File: config.mk
export PLATFORM = sky130hd
export DESIGN_NAME = tft_capture_flat
export DESIGN_NICKNAME = d
export VERILOG_FILES = /design/src/rtl/tft_capture_if.sv /design/src/rtl/tft_capture.sv /design/src/flat_wrapper.sv
export SDC_FILE = /design/constraint.sdc
export NUM_CORES = 1
export LEC_CHECK = 0
export CAP_MARGIN = 0
export CORE_AREA = 2 2 101 103
export CTS_CLUSTER_DIAMETER = 50
export CTS_CLUSTER_SIZE = 30
export DETAILED_ROUTE_END_ITERATION = 8
export DIE_AREA = 0 0 103 105
export PLACE_DENSITY = 0.69
export SLEW_MARGIN = 10
export SYNTH_ARGS = -nofsm -noshare
export SYNTH_HDL_FRONTEND = slang
export SYNTH_SLANG_ARGS = --single-unit
File: constraint.sdc
create_clock -name clk -period 2.8 [get_ports clk]
set_input_delay 0.42 -clock clk [delete_from_list [all_inputs] [get_ports clk]]
set_output_delay 0.42 -clock clk [all_outputs]
set_load 0.02 [all_outputs]
File: src/rtl/tft_capture_if.sv
// Video input and capture output bundle for tft_capture.
// master = timing source / consumer side, slave = capture block.
interface tft_capture_if;
  logic        vid_hs;
  logic        vid_vs;
  logic        vid_de;
  logic [15:0] vid_rgb;
  logic        pix_valid;
  logic [15:0] pix_data;
  logic [9:0]  pix_x;
  logic [9:0]  pix_y;
  logic        frame_start;
  logic        frame_done;
  logic [9:0]  line_len;
  logic [9:0]  frame_lines;
  logic        err;
  logic        locked;

  modport master (
    output vid_hs, vid_vs, vid_de, vid_rgb,
    input  pix_valid, pix_data, pix_x, pix_y, frame_start, frame_done,
           line_len, frame_lines, err, locked
  );

  modport slave (
    input  vid_hs, vid_vs, vid_de, vid_rgb,
    output pix_valid, pix_data, pix_x, pix_y, frame_start, frame_done,
           line_len, frame_lines, err, locked
  );
endinterface

File: src/rtl/tft_capture.sv
// TFT parallel RGB565 capture: pixel tagging with (x,y), line/frame size
// measurement, size checking and lock detection.
module tft_capture #(
  parameter int H_ACT    = 480,
  parameter int V_ACT    = 272,
  parameter int SYNC_POL = 0
) (
  input  logic         clk,
  input  logic         rst,
  tft_capture_if.slave vid
);
  localparam logic [9:0] H_ACT_W  = 10'(H_ACT);
  localparam logic [9:0] V_ACT_W  = 10'(V_ACT);
  localparam logic       SYNC_ACT = (SYNC_POL != 0);

  typedef enum logic [1:0] {IDLE, FRAME, LINE} state_t;

  function automatic logic [9:0] sat_inc(input logic [9:0] v);
    return (v == 10'd1023) ? v : v + 10'd1;
  endfunction

  // Stage p0: inputs registered, syncs normalised so that 1 = asserted
  logic        hs_p0, vs_p0, de_p0;
  logic [15:0] rgb_p0;
  always_ff @(posedge clk or negedge rst) begin
    if (!rst) begin
      hs_p0 <= 1'b0;
      vs_p0 <= 1'b0;
      de_p0 <= 1'b0;
    end else begin
      hs_p0 <= (vid.vid_hs == SYNC_ACT);
      vs_p0 <= (vid.vid_vs == SYNC_ACT);
      de_p0 <= vid.vid_de;
    end
  end

  always_ff @(posedge clk) rgb_p0 <= vid.vid_rgb;

  // Stage p1: delayed copy used only for edge detection
  logic hs_p1, vs_p1, de_p1;
  always_ff @(posedge clk or negedge rst) begin
    if (!rst) begin
      hs_p1 <= 1'b0;
      vs_p1 <= 1'b0;
      de_p1 <= 1'b0;
    end else begin
      hs_p1 <= hs_p0;
      vs_p1 <= vs_p0;
      de_p1 <= de_p0;
    end
  end

  logic hs_rise, hs_fall, vs_rise, de_rise, de_fall;
  assign hs_rise = hs_p0 & ~hs_p1;
  assign hs_fall = ~hs_p0 & hs_p1;
  assign vs_rise = vs_p0 & ~vs_p1;
  assign de_rise = de_p0 & ~de_p1;
  assign de_fall = ~de_p0 & de_p1;

  state_t      state_q, state_nxt;
  logic [9:0]  x_q, x_nxt, y_q, y_nxt;
  logic        bad_q, bad_nxt;
  logic [1:0]  good_q, good_nxt;
  logic        pv_q, pv_nxt, fs_q, fs_nxt, fd_q, fd_nxt, err_q, err_nxt, lock_q, lock_nxt;
  logic [15:0] pd_q, pd_nxt;
  logic [9:0]  px_q, px_nxt, py_q, py_nxt, ll_q, ll_nxt, fl_q, fl_nxt;
  logic        line_close, line_fail, frame_fail, line_start;
  logic [9:0]  y_cl;

  // A line may also start on hsync release so a stuck-high vid_de still works
  assign line_start = (state_q == FRAME) && de_p0 && !hs_p0 && (de_rise || hs_fall);

  always_comb begin
    state_nxt  = state_q;
    x_nxt      = x_q;
    y_nxt      = y_q;
    bad_nxt    = bad_q;
    good_nxt   = good_q;
    lock_nxt   = lock_q;
    pv_nxt     = 1'b0;
    pd_nxt     = pd_q;
    px_nxt     = px_q;
    py_nxt     = py_q;
    fs_nxt     = 1'b0;
    fd_nxt     = 1'b0;
    ll_nxt     = ll_q;
    fl_nxt     = fl_q;
    err_nxt    = 1'b0;
    frame_fail = 1'b0;
    line_close = (state_q == LINE) && (de_fall || hs_rise || vs_rise);
    line_fail  = line_close && (x_q != H_ACT_W);
    y_cl       = line_close ? sat_inc(y_q) : y_q;

    if (line_close) begin
      ll_nxt    = x_q;
      y_nxt     = y_cl;
      bad_nxt   = bad_q | line_fail;
      err_nxt   = line_fail;
      state_nxt = FRAME;
    end

    if (state_q == IDLE) begin
      if (vs_rise) begin
        state_nxt = FRAME;
        fs_nxt    = 1'b1;
        y_nxt     = 10'd0;
        bad_nxt   = 1'b0;
      end
    end else if (vs_rise) begin
      // Frame close; a line still open was closed just above in the same cycle
      fs_nxt    = 1'b1;
      state_nxt = FRAME;
      y_nxt     = 10'd0;
      bad_nxt   = 1'b0;
      if (y_cl != 10'd0) begin
        fd_nxt     = 1'b1;
        fl_nxt     = y_cl;
        frame_fail = (y_cl != V_ACT_W);
        err_nxt    = line_fail | frame_fail;
        if (bad_q | line_fail | frame_fail) begin
          good_nxt = 2'd0;
          lock_nxt = 1'b0;
        end else begin
          good_nxt = (good_q == 2'd2) ? 2'd2 : good_q + 2'd1;
          lock_nxt = (good_q != 2'd0);
        end
      end
    end else if (line_start) begin
      state_nxt = LINE;
      pv_nxt    = 1'b1;
      pd_nxt    = rgb_p0;
      px_nxt    = 10'd0;
      py_nxt    = y_q;
      x_nxt     = 10'd1;
    end else if ((state_q == LINE) && !line_close && de_p0) begin
      pv_nxt = 1'b1;
      pd_nxt = rgb_p0;
      px_nxt = x_q;
      py_nxt = y_q;
      x_nxt  = sat_inc(x_q);
    end
  end

  // Stage p2: control state and registered outputs
  always_ff @(posedge clk or negedge rst) begin
    if (!rst) begin
      state_q <= IDLE;
      x_q     <= 10'd0;
      y_q     <= 10'd0;
      bad_q   <= 1'b0;
      good_q  <= 2'd0;
      lock_q  <= 1'b0;
      pv_q    <= 1'b0;
      pd_q    <= 16'd0;
      px_q    <= 10'd0;
      py_q    <= 10'd0;
      fs_q    <= 1'b0;
      fd_q    <= 1'b0;
      ll_q    <= 10'd0;
      fl_q    <= 10'd0;
      err_q   <= 1'b0;
    end else begin
      state_q <= state_nxt;
      x_q     <= x_nxt;
      y_q     <= y_nxt;
      bad_q   <= bad_nxt;
      good_q  <= good_nxt;
      lock_q  <= lock_nxt;
      pv_q    <= pv_nxt;
      pd_q    <= pd_nxt;
      px_q    <= px_nxt;
      py_q    <= py_nxt;
      fs_q    <= fs_nxt;
      fd_q    <= fd_nxt;
      ll_q    <= ll_nxt;
      fl_q    <= fl_nxt;
      err_q   <= err_nxt;
    end
  end

  assign vid.pix_valid   = pv_q;
  assign vid.pix_data    = pd_q;
  assign vid.pix_x       = px_q;
  assign vid.pix_y       = py_q;
  assign vid.frame_start = fs_q;
  assign vid.frame_done  = fd_q;
  assign vid.line_len    = ll_q;
  assign vid.frame_lines = fl_q;
  assign vid.err         = err_q;
  assign vid.locked      = lock_q;
endmodule
File: src/flat_wrapper.sv
// flat-port wrapper written by rule: the top's interface ports become plain ports
module tft_capture_flat 
#(
  parameter int H_ACT    = 480,
  parameter int V_ACT    = 272,
  parameter int SYNC_POL = 0
)
  (clk, rst, vid_vid_hs, vid_vid_vs, vid_vid_de, vid_vid_rgb, vid_pix_valid, vid_pix_data, vid_pix_x, vid_pix_y, vid_frame_start, vid_frame_done, vid_line_len, vid_frame_lines, vid_err, vid_locked);
  tft_capture_if vid_i ();
  input  logic clk;
  input  logic rst;
  input wire logic [$bits(vid_i.vid_hs)-1:0] vid_vid_hs;
  input wire logic [$bits(vid_i.vid_vs)-1:0] vid_vid_vs;
  input wire logic [$bits(vid_i.vid_de)-1:0] vid_vid_de;
  input wire logic [$bits(vid_i.vid_rgb)-1:0] vid_vid_rgb;
  output wire logic [$bits(vid_i.pix_valid)-1:0] vid_pix_valid;
  output wire logic [$bits(vid_i.pix_data)-1:0] vid_pix_data;
  output wire logic [$bits(vid_i.pix_x)-1:0] vid_pix_x;
  output wire logic [$bits(vid_i.pix_y)-1:0] vid_pix_y;
  output wire logic [$bits(vid_i.frame_start)-1:0] vid_frame_start;
  output wire logic [$bits(vid_i.frame_done)-1:0] vid_frame_done;
  output wire logic [$bits(vid_i.line_len)-1:0] vid_line_len;
  output wire logic [$bits(vid_i.frame_lines)-1:0] vid_frame_lines;
  output wire logic [$bits(vid_i.err)-1:0] vid_err;
  output wire logic [$bits(vid_i.locked)-1:0] vid_locked;
  assign vid_i.vid_hs = vid_vid_hs;
  assign vid_i.vid_vs = vid_vid_vs;
  assign vid_i.vid_de = vid_vid_de;
  assign vid_i.vid_rgb = vid_vid_rgb;
  assign vid_pix_valid = vid_i.pix_valid;
  assign vid_pix_data = vid_i.pix_data;
  assign vid_pix_x = vid_i.pix_x;
  assign vid_pix_y = vid_i.pix_y;
  assign vid_frame_start = vid_i.frame_start;
  assign vid_frame_done = vid_i.frame_done;
  assign vid_line_len = vid_i.line_len;
  assign vid_frame_lines = vid_i.frame_lines;
  assign vid_err = vid_i.err;
  assign vid_locked = vid_i.locked;
  tft_capture #(.H_ACT(H_ACT), .V_ACT(V_ACT), .SYNC_POL(SYNC_POL)) u_core (.clk(clk), .rst(rst), .vid(vid_i));
endmodule
==> metrics.md <==
| Metric | Value |
|---|---|
| CTS Buf Count | `9` |
| Vias | `roughly 3200` |
| Number of setup buffers added after CTS | `0` |
| 1st-pass router iterations | `4` |
| Relative slew margins | `0.562` |
| Die Wd | `just over 100 um` |
| Initial antenna violation count | `0` |
| Worst Max-Slew Pin Slew | `0.657 ns` |
| Area contributors post-synth | `dfrtp_1, nand2_1, dfxtp_1, o21ai_0, nor2_1` |
| Synth top area share | `0.539` |
| Post-Syn Area | `roughly 4300 um2` |
| Final nets | `between 500 and 600` |
| RSZ-0062 raised after global routing | `false` |
| GRT Resource Usage Total | `0.175` |
| Crit path DAT | `between 2 and 3 ns` |
| GPL Wtd Cong | `0.876` |
| TNS Setup | `0 ns` |
| Critical-path maximum fanout | `8` |
| Final ANT Viol Nets | `0` |
| Register Area | `2620 um2` |
| DIE AREA | `10800 um2` |
| Ys Warns | `0` |
| Final wirelength | `about 8900 um` |
| Most frequent cells in the layout | `nand2_1, dfrtp_1, clkdlybuf4s50_1` |
| Largest net degree at the start of global routing | `between 50 and 60` |
| Clk slew on worst S/H paths | `roughly 0.10 ns` |
| Skew final | `roughly 0.017 ns` |
| Crit path launch | `u_core.y_q[1]` |
| IO Pins | `82` |
| Commonest non-fill, non-tap cell in the layout | `nand2_1` |
| P per Cell Area | `between 700 and 800 nW/um2` |
| # rows | `36` |
| Clk sinks | `108` |
| # setup viols final | `0` |
| Post-Syn Area per Cell | `just over 10 um2` |
| Clk Latency, worst-skew pair | `0.36 ns` |
| Number of synthesized register bits | `between 100 and 150` |
| R2r setup slk | `between 0.15 and 0.2 ns` |
| Critical R2R Capture | `u_core.vid.frame_lines[3]` |
| Critical Path Source Type | `flop` |
| Syn Nets | `442` |
| Die height | `between 100 and 150 um` |
| Hpwl dp | `just over 6000 um` |
| Post-synth top flop | `dfrtp_1` |
| Clk buf depth | `2` |
| CTS tree | `built` |
| # H-tree levels | `3` |
| Util after Layout | `0.573` |
| Fmax | `0.378 GHz` |
| Fraction of registers with async set/reset | `0.852` |
| Footprint of the multi-input gates | `roughly 1500 um2` |
| Req. time, crit path | `around 3 ns` |
| Initial cell density of the core | `0.443` |
| Pwr Total | `approximately 4100 uW` |
| Max-Cap Viols | `0` |
| Kind of critical path | `reg -> reg` |
| Final hold violations | `0` |
| Antenna cells | `0` |
| Status | `completed` |
| DR DRC count | `0` |
| Worst r2r src | `u_core.y_q[1]` |
| I/O Buffers | `just over 80` |
| Vias in the first global route | `roughly 3200` |
| Detailed Route Iter0 Violations | `between 150 and 200` |
| Min Tclk post-route | `between 2 and 3 ns` |
| Crit path capture type | `flop` |
| FF-to-FF path depth | `9` |
| WL/cell | `13.8 um` |
| Core Area | `just under 10000 um2` |
| Largest area contributor in the netlist | `dfrtp_1` |
| Syn Inst Count | `417` |
| Global route overflow | `0` |
| Area Growth Syn to Fin | `29.5%` |
| Distinct cells, synth | `56` |
| IR drop worst, VDD | `roughly 0.00046 V` |
| CTS Root Buffer Type | `clkbuf_8` |
| Share of layout cells above drive strength 1 | `0.0835` |
| Hold WC Path Type | `in -> async` |
| Seq/Total Area, Yosys | `0.614` |
| First-pass GRT wire length | `about 15000 um` |
| DR vias/cell | `just under 5` |
| Crit share post-route | `0.946` |
| Count of pins over their slew limit | `0` |
| Fillers | `876` |
| P_leak | `0.00257 uW` |
| Number of synthesized flops with an enable pin | `0` |
-- cell families (layout without fill, tap and decap cells) --
kind of cell	Yosys count	after routing	synth area share
AO/OA/AOI/OAI	54	54	0.0862
XOR/XNOR	8	8	0.0164
adder cells (fa/ha/maj)	4	4	0.0117
buffers and inverters	31	129	0.0299
flip-flops	108	108	0.614
multiplexers	11	11	0.0284
AND/OR/NAND/NOR	201	201	0.213
-- power by group --
| group | switching, uW | internal [uW] | total, uW |
|---|---|---|---|
| clock | 504 | 442 | 946 |
| sequential | 179 | 1800 | 1980 |
| combinational | 646 | 531 | 1180 |
-- cell usage after synthesis, types with 6 or more instances --
master	instances
and3_1	6
clkbuf_1	11
dfrtp_1	92
dfxtp_1	16
inv_1	14
mux2i_1	8
nand2_1	128
nand3_1	9
nand4_1	7
nor2_1	26
o21ai_0	22
xor2_1	6
-- timing repair --
item,4_1_cts,5_1_grt
hold buffers,0,0
endpoints found under the setup margin,0,5
hold endpoints to repair,0,0
gates resized for setup,0,2
-- stage by stage --
stage                     area [um2]  cells  setup slack (ns)  hold slack (ns)
after floorplan                 4270    417             0.260            0.124
after global placement          5320    632             0.244            0.367
after detailed placement        5320    632            0.0925            0.377
after CTS                       5520    648            0.0714            0.103
after global routing            5530    648            0.0260            0.133
final                           5530    648             0.152           0.0920
-- metal layers --
metal	GRT usage	vias up	part of all wire
li1	-	1572	-
met1	0.239	1530	0.46
met2	0.269	101	0.47
met3	0.0408	16	0.049
met4	0.0658	0	0.021
met5	0	-	0
-- state kept, by name, summed over array words and instances (netlist names), 2 cells and up --
name	cells
u_core.vid.pix_x	10
u_core.good_q	2
u_core.vid.pix_y	10
u_core.y_q	10
u_core.x_q	10
u_core.state_q	2
u_core.vid.pix_data	16
u_core.vid.frame_lines	10
u_core.rgb_p0	16
u_core.vid.line_len	10
-- area by class of cell --
cell class / count / share of cell area
Timing Repair Buffer: 96 / 0.169
Tap cell: 133 / 0.0301
Inverter: 17 / 0.0120
Clock inverter: 5 / 0.0109
Sequential cell: 108 / 0.475
Clock buffer: 11 / 0.0256
Multi-Input combinational cell: 278 / 0.278
-- critical path: stages, from the launching register on --
cell	delay, ns
dfrtp_1	0.46
ha_1	0.22
nand3_1	0.12
a311oi_2	0.35
mux2i_1	0.33
nand2_1	0.14
nor4b_4	0.28
a31o_4	0.27
inv_4	0.07
mux2_4	0.29
-- worst max path at each step --
| stage | slack (ns) | end | cells past startpoint |
|---|---|---|---|
| after floorplan | 0.26 | u_core.vid.frame_lines[3] | 9 |
| after global placement | 0.24 | u_core.vid.frame_lines[3] | 9 |
| after detailed placement | 0.09 | u_core.vid.frame_lines[3] | 9 |
| after CTS | 0.07 | u_core.vid.frame_lines[3] | 9 |
| after global routing | 0.03 | u_core.vid.frame_lines[3] | 9 |
| final | 0.15 | u_core.vid.frame_lines[3] | 9 |
Power figures use the tool's default switching activity.
==> variant: new RTL, same settings <==
`SYNC_POL` is set to 0 in 2 places; all go to 1.
--- a/src/rtl/tft_capture.sv
+++ b/src/rtl/tft_capture.sv
@@ -3,7 +3,7 @@
 module tft_capture #(
   parameter int H_ACT    = 480,
   parameter int V_ACT    = 272,
-  parameter int SYNC_POL = 0
+  parameter int SYNC_POL = 1
 ) (
   input  logic         clk,
   input  logic         rst,
--- a/src/flat_wrapper.sv
+++ b/src/flat_wrapper.sv
@@ -3,7 +3,7 @@
 #(
   parameter int H_ACT    = 480,
   parameter int V_ACT    = 272,
-  parameter int SYNC_POL = 0
+  parameter int SYNC_POL = 1
 )
   (clk, rst, vid_vid_hs, vid_vid_vs, vid_vid_de, vid_vid_rgb, vid_pix_valid, vid_pix_data, vid_pix_x, vid_pix_y, vid_frame_start, vid_frame_done, vid_line_len, vid_frame_lines, vid_err, vid_locked);
   tft_capture_if vid_i ();
Function: changed (Yosys sat finds a counterexample within 4 cycles, from zero or initial values and one cycle with rst low).
==> variant against the original RTL <==
- worst setup slack worse by 0.029 ns
- core utilization is 1.2 points lower
- routed wire length is 4.1% higher
- sequential cell count stayed put
- synthesized area is 0.59% lower
- fmax is 1.1% lower
- power is 2.5% lower
- final area is 2.2% lower
- die area stayed put
==> variant: results (changes against the original RTL) <==
{| class="wikitable"
! Metric !! Value
|-
| Run status || finished, final reports clean
|-
| Vias in the first global route || 3244 (+1.7%)
|-
| Worst slew slack as a fraction of its limit || 0.528 (-0.0339)
|-
| Number of different library cells in the post-synthesis netlist || 53 (-5.4%)
|-
| Standard cell area after detailed placement || 5230 um^2 (-1.7%)
|-
| Highest net fanout along the worst path || 13 (+5)
|-
| Number of instances in the synthesized netlist || 420 (+0.72%)
|-
| Vias per cell || 5.03 (+1.2%)
|-
| Post-Route Skew || 0.0102 ns (-0.00701 ns)
|-
| DRT Wirelength || 9.30 mm (+4.1%)
|-
| Most area-consuming cells after synthesis || sky130_fd_sc_hd__dfrtp_1 (54%), sky130_fd_sc_hd__nand2_1 (12%), sky130_fd_sc_hd__dfxtp_1 (7.5%)
|-
| Largest net degree at the start of global routing || 54 (+1.9%)
|-
| Synth cell count leaders || sky130_fd_sc_hd__nand2_1 (131), sky130_fd_sc_hd__dfrtp_1 (92), sky130_fd_sc_hd__nor2_1 (31)
|-
| Sequential share of the synthesized area || 0.618 (+0.00362)
|-
| Post-layout net count || 527 (-1.5%)
|-
| Syn nets || 445 (+0.68%)
|-
| Power per cell area || 740 nW/um^2 (-0.31%)
|-
| Final design instance area without fill || 5410 um^2 (-2.2%)
|-
| Final weighted congestion of routability-driven global placement || 0.960 (+9.6%)
|-
| Delay of the slowest critical-path stage || 0.50 ns (+0.04 ns)
|-
| Share of layout cells above drive strength 1 || 0.0789 (-0.00460)
|-
| Number of DRC markers in iteration 0 || 141 (-17%)
|-
| Clock power frac || 0.219 (-0.011)
|-
| Arr. time, crit path || 2.94 ns (+0.05 ns)
|-
| Cell class contributing the biggest share of worst-path delay || simple AND/OR/NAND/NOR gates
|-
| Filler cells || 864 (-1.4%)
|}
==> variant: changes by cell type after synthesis, sizes merged, moves of 3 or more <==
| cell | change |
|---|---|
| inv | -6 |
| xnor2 | +3 |
| a21oi | +4 |
| and2 | -4 |
| mux2i | -5 |
| buf | +5 |
| a21o | +5 |
| nand2 | +3 |
| mux2 | -3 |
| nor2 | +5 |
==> variant: per-layer routing <==
layer / vias up / part of all wire / GRT usage
met2: 76 / 0.50 / 0.294
met4: 0 / 0.013 / 0.0573
li1: 1554 / - / -
met3: 12 / 0.036 / 0.0361
met1: 1574 / 0.45 / 0.260
met5: - / 0 / 0
==> variant: layout make-up <==
cell class	count	area share
sequential	108	0.485
multi-input combinational	283	0.280
timing repair buffer	90	0.164
tap	133	0.0308
clock buffer	10	0.0236
clock inverter	6	0.00903
inverter	10	0.00694
==> variant: cells by family (layout without fill, tap and decap cells) <==
logic type      after synthesis  after routing  share of synthesized area
simple gates                206            206                      0.216
flops                       108            108                      0.618
compound gates               61             61                      0.100
buf+inv                      29            116                     0.0286
xor+xnor                      9              9                     0.0186
fa+ha+maj                     4              4                     0.0118
mux                           3              3                    0.00708
==> variant: final timing paths <==
path	endpoint	startpoint	slack, ns
setup reg to reg	u_core.vid.locked	u_core.y_q[0]	0.12
max in group asynchronous	u_core.vid.pix_y[6]	rst	2.06
hold / removal	u_core.vid.pix_x[4]	rst	0.08
min in group clk	u_core.vs_p1	u_core.vs_p0	0.40
hold reg to reg	u_core.vs_p1	u_core.vs_p0	0.40
setup / recovery	u_core.vid.locked	u_core.y_q[0]	0.12
==> variant: what timing repair did <==
item,in CTS,in global routing
setup buffers,0,0
hold buffers,0,0
gates resized for setup,0,1
endpoints found under the setup margin,0,13
